==> src/rtl/nested_counter.sv <==
// rtl/nested_counter.sv - NDIM-deep nested loop address generator; optional per-dimension last flags with NESTED_COUNTER_LAST_EN
module nested_counter #(
  parameter int NDIM   = 2,
  parameter int WIDTH  = 8,
  parameter int ADDR_W = 16
) (
  input  logic                           clock,
  input  logic                           reset,
  input  logic                           start,
  input  logic [ADDR_W-1:0]              base,
  input  logic [NDIM-1:0][WIDTH-1:0]     bound,
  input  logic [NDIM-1:0][ADDR_W-1:0]    stride,
  input  logic                           out_ready,
  output logic                           out_valid,
  output logic [ADDR_W-1:0]              addr,
  output logic [NDIM-1:0][WIDTH-1:0]     idx,
  output logic                           busy,
  output logic                           done
`ifdef NESTED_COUNTER_LAST_EN
  ,
  output logic [NDIM-1:0]                last
`endif
);

  localparam logic [1:0] IDLE = 2'd0;
  localparam logic [1:0] RUN  = 2'd1;
  localparam logic [1:0] DONE = 2'd2;

  logic [1:0]                     state;
  logic [ADDR_W-1:0]              base_q;
  logic [NDIM-1:0][WIDTH-1:0]     bound_q;
  logic [NDIM-1:0][ADDR_W-1:0]    stride_q;
  logic [NDIM-1:0][ADDR_W-1:0]    off_q;
  logic [NDIM-1:0][WIDTH-1:0]     idx_nxt;
  logic [NDIM-1:0][ADDR_W-1:0]    off_nxt;
  logic                           carry;
  logic                           any_zero;
  logic                           xfer;

  assign out_valid = (state == RUN);
  assign busy      = (state == RUN) || (state == DONE);
  assign done      = (state == DONE);
  assign xfer      = out_valid && out_ready;

  // A sweep with any empty dimension produces no beats at all
  always_comb begin
    any_zero = 1'b0;
    for (int j = 0; j < NDIM; j++) begin
      if (bound[j] == '0) any_zero = 1'b1;
    end
  end

  // Ripple-carry odometer step; carry surviving past the top dimension marks the final beat
  always_comb begin
    carry   = 1'b1;
    idx_nxt = idx;
    off_nxt = off_q;
    for (int j = 0; j < NDIM; j++) begin
      if (carry) begin
        if (idx[j] == bound_q[j] - WIDTH'(1)) begin
          idx_nxt[j] = '0;
          off_nxt[j] = '0;
        end else begin
          idx_nxt[j] = idx[j] + WIDTH'(1);
          off_nxt[j] = off_q[j] + stride_q[j];
          carry      = 1'b0;
        end
      end
    end
  end

  // Address is base plus per-dimension offsets, wrapping silently modulo 2^ADDR_W
  always_comb begin
    addr = base_q;
    for (int j = 0; j < NDIM; j++) begin
      addr = addr + off_q[j];
    end
  end

  // Sequencer: latch the job on start, advance on each transfer, one DONE cycle at the end
  always_ff @(posedge clock) begin
    if (reset) begin
      state    <= IDLE;
      base_q   <= '0;
      bound_q  <= '0;
      stride_q <= '0;
      idx      <= '0;
      off_q    <= '0;
    end else begin
      case (state)
        IDLE: begin
          if (start) begin
            base_q   <= base;
            bound_q  <= bound;
            stride_q <= stride;
            idx      <= '0;
            off_q    <= '0;
            state    <= any_zero ? DONE : RUN;
          end
        end
        RUN: begin
          if (xfer) begin
            idx   <= idx_nxt;
            off_q <= off_nxt;
            if (carry) state <= DONE;
          end
        end
        DONE:    state <= IDLE;
        default: state <= IDLE;
      endcase
    end
  end

`ifdef NESTED_COUNTER_LAST_EN
  logic run_last;

  // last[j] flags that dimensions 0..j are all at their final index on a valid beat
  always_comb begin
    run_last = out_valid;
    last     = '0;
    for (int j = 0; j < NDIM; j++) begin
      run_last = run_last && (idx[j] == bound_q[j] - WIDTH'(1));
      last[j]  = run_last;
    end
  end
`endif

endmodule

==> config.mk <==
export PLATFORM = sky130hd
export DESIGN_NAME = nested_counter
export DESIGN_NICKNAME = d
export VERILOG_FILES = /design/src/rtl/nested_counter.sv
export SDC_FILE = /design/constraint.sdc
export NUM_CORES = 1
export LEC_CHECK = 0
export BUFFER_PORTS_ARGS = -buffer_cell sky130_fd_sc_hd__buf_2
export CAP_MARGIN = 0
export CORE_MARGIN = 2
export CORE_UTILIZATION = 48
export CTS_CLUSTER_SIZE = 10
export DETAILED_ROUTE_END_ITERATION = 7
export PLACE_DENSITY_LB_ADDON = 0.12
export SLEW_MARGIN = 10
export SYNTH_ARGS = -nofsm -noshare
export SYNTH_HDL_FRONTEND = slang
export SYNTH_SLANG_ARGS = --single-unit
==> constraint.sdc <==
create_clock -name clock -period 4 [get_ports clock]
set_input_delay 0.4 -clock clock [delete_from_list [all_inputs] [get_ports clock]]
set_output_delay 0.4 -clock clock [all_outputs]
set_load 0.005 [all_outputs]
==> impl_metrics.env <==
export IMPL_htree_num_levels=4
export IMPL_overflow=0
export IMPL_antenna_found_initial=3
export IMPL_num_rows=44
export IMPL_yosys_area_top_type="dfxtp_1"
export IMPL_r2r_slack_ps=1050
export IMPL_fin_skew_ps=9.41
export IMPL_grt_total_usage_pct=22.8
export IMPL_worst_path_max_fanout=3
export IMPL_netlist_area_um2=7180
export IMPL_crit_type="register to output pin"
export IMPL_grt_start_max_net_pins=42
export IMPL_synth_net_count=1011
export IMPL_n_fill_cell=1393
export IMPL_post_route_cells_drive_above_1_share_pct=16.2
export IMPL_worst_pin_slew_ps=844
export IMPL_grt_pass1_vias=6175
export IMPL_period_needed_ps=3800
export IMPL_rsz0062_at_grt="false"
export IMPL_start_util_pct=49.2
export IMPL_cts_tree="done"
export IMPL_syn_area_per_cell_um2=8.21
export IMPL_min_path_type="primary input to register"
export IMPL_status="completed"
export IMPL_synth_edf_count=0
export IMPL_postPlaceCellArea_um2=7820
export IMPL_endpoint_kind="output pin"
export IMPL_core_area_um2=14600
export IMPL_hold_buffers=0
export IMPL_synth_seq_cells=114
export IMPL_synthTopCellsByArea="dfxtp_1, ha_1, nand2_1, a21oi_1, fa_1"
export IMPL_max_slew_margin_pct=43.2
export IMPL_ys_seq_area_share_pct=31.8
export IMPL_clk_pin_slew_worst_paths_ps=50
export IMPL_clkSinkCount=114
export IMPL_required_ps=3600
export IMPL_drt_first_iter_violations=258
export IMPL_syn2layout_area_growth_pct=17.5
export IMPL_syn_instance_count=874
export IMPL_yosysMostFrequentCell="nand2_1"
export IMPL_io_pins=103
export IMPL_cp_arrival_ps=3400
export IMPL_yosys_warnings=0
export IMPL_cts_made_buffers=17
export IMPL_die_height_um=126
export IMPL_drv_cap=0
export IMPL_numPortBuffers=102
export IMPL_p_per_area_nw_per_um2=536
export IMPL_drc=0
export IMPL_postCtsSetupBuffers=0
export IMPL_post_route_util_pct=57.8
export IMPL_vias=6464
export IMPL_wl_per_cell_um=15.2
export IMPL_fin_area_um2=8430
export IMPL_synthTopCellsByCount="nand2_1, dfxtp_1, a21oi_1, ha_1, nor2_1"
export IMPL_vias_per_cell=5.55
export IMPL_insertion_delay_ps=420
export IMPL_timing_rr_start="stride_q[16]"
export IMPL_min_from="base[14]"
export IMPL_die_w_um=126
export IMPL_ys_flop_type="dfxtp_1"
export IMPL_synth_top_cell_area_share_pct=31.8
export IMPL_r2r_cells=9
export IMPL_setup_ws_ps=202
export IMPL_synth_distinct_cells=63
export IMPL_finalCritPeriodShare_pct=94.9
export IMPL_place_ws_ps=178
export IMPL_max_freq_ghz=0.263
export IMPL_gp_congestion=0.886
export IMPL_clock_tree_root_cell="clkbuf_16"
export IMPL_drv_slew=0
export IMPL_dp_hpwl_um=12900
export IMPL_postRouteAntennaNets=0
export IMPL_routed_wl_um=17600
export IMPL_hold_end="base_q[14]"
export IMPL_hold_depth=3
export IMPL_timing_rr_end="off_q[28]"
export IMPL_hold_viol=0
export IMPL_start_kind="register"
export IMPL_max_vdd_ir_drop_mv=0.395
export IMPL_layout_nets=1105
export IMPL_dieArea_um2=15900
export IMPL_drt_pass1_iterations=5
export IMPL_tns_ps=0
export IMPL_p_leak_nw=3.88
export IMPL_clock_path_buffers=2
export IMPL_grt_pass1_wl_um=29400
export IMPL_finalSetupViolations=0
export IMPL_postSynth_asyncResetShare_pct=0
==> critical path, stage by stage (launching register included) <==
cell	delay, ps
dfxtp_1	330
fa_1	480
ha_1	240
fa_1	410
a21o_1	190
a21oi_2	210
o21ai_1	130
a211oi_2	300
o21ai_1	160
and2_1	190
a211oi_1	200
buf_2	150
==> registers in the layout, summed over array words and instances (netlist names) <==
register,flops
stride_q,32
bound_q,16
off_q,32
state,2
idx,16
base_q,16
==> cells by family (layout without fill, tap and decap cells) <==
family / after synthesis / after routing / share of synthesized area, %
AND/OR/NAND/NOR: 316 / 316 / 20.4
AO/OA/AOI/OAI: 247 / 247 / 22.3
flip-flops: 114 / 114 / 31.8
adder cells (fa/ha/maj): 69 / 69 / 13.9
buffers and inverters: 63 / 167 / 3.63
XOR/XNOR: 61 / 61 / 7.44
multiplexers: 4 / 4 / 0.558
other: 0 / 2 / 0
==> worst max path at each step <==
stage,from,end,slack (ps),depth (start not counted)
after floorplan,off_q[17],addr[15],810,10
after detailed placement,off_q[1],addr[15],180,11
after global placement,off_q[17],addr[15],230,11
after global routing,base_q[1],addr[15],9,11
final,base_q[1],addr[15],200,11
after CTS,off_q[1],addr[15],10,11
==> power breakdown <==
| part | internal, mW | switching [mW] | leakage (nW) | total [mW] |
|---|---|---|---|---|
| clock | 1.00 | 0.512 | 0.294 | 1.51 |
| combinational | 0.607 | 0.938 | 2.66 | 1.54 |
| sequential | 1.30 | 0.164 | 0.930 | 1.47 |
| total | 2.91 | 1.61 | 3.88 | 4.52 |
==> through the flow <==
stage | cells | total power, mW | hold WS [ps]
floorplan | 874 | 2.60 | 436
finish | 1164 | 4.52 | 217
CTS | 1162 | 4.56 | 196
global placement | 1133 | 3.01 | 450
detailed placement | 1133 | 3.03 | 452
global route | 1163 | 4.82 | 209
==> routing by layer <==
| layer | wire length, um | track usage (%) | up-vias |
|---|---|---|---|
| li1 | - | - | 3302 |
| met1 | 8480 | 30.1 | 3001 |
| met2 | 8060 | 36.9 | 144 |
| met3 | 896 | 6.03 | 17 |
| met4 | 204 | 6.79 | 0 |
| met5 | 0 | 0 | - |
==> final cells by class <==
cell class | instances | area (um2) | share of cell area [%]
multi-input combinational | 697 | 4650 | 55.2
sequential | 114 | 2280 | 27.1
timing repair buffer | 109 | 563 | 6.68
clock buffer | 24 | 512 | 6.07
tap | 184 | 230 | 2.73
inverter | 29 | 109 | 1.29
clock inverter | 5 | 75.1 | 0.890
antenna | 2 | 5.00 | 0.0594
==> what timing repair did <==
action | in CTS | in global routing
hold endpoints to repair | 0 | 0
gates resized for setup | 5 | 3
pin swaps | 2 | 2
setup endpoints to repair | 2 | 1
==> placed cells by master (no fill, tap or decap), types with 4 or more instances in the layout <==
cell | Yosys | routed
o21a_1 | 11 | 11
nor3_1 | 16 | 16
o22ai_1 | 5 | 5
inv_1 | 29 | 29
or2_2 | 4 | 4
nand4_1 | 14 | 14
nand2_1 | 166 | 165
nand3_1 | 16 | 16
mux2i_1 | 4 | 4
and3_1 | 12 | 12
fa_1 | 18 | 18
o21ai_0 | 29 | 27
nand2b_1 | 7 | 7
o21bai_1 | 7 | 7
a211oi_1 | 17 | 16
and4_1 | 4 | 4
buf_2 | 1 | 102
xor2_1 | 24 | 24
nor4_1 | 5 | 5
clkbuf_16 | 0 | 17
a21oi_1 | 101 | 100
a21o_1 | 22 | 22
a22o_1 | 12 | 12
nor2b_1 | 5 | 5
o21ai_1 | 2 | 4
o31ai_1 | 10 | 10
nand3b_1 | 4 | 4
ha_1 | 51 | 51
clkbuf_8 | 0 | 6
buf_4 | 0 | 7
or4_1 | 4 | 4
nor2_1 | 41 | 41
dfxtp_1 | 114 | 112
xnor2_1 | 37 | 37
and2_1 | 5 | 4
Note: power is estimated with default switching activity, not from simulation.
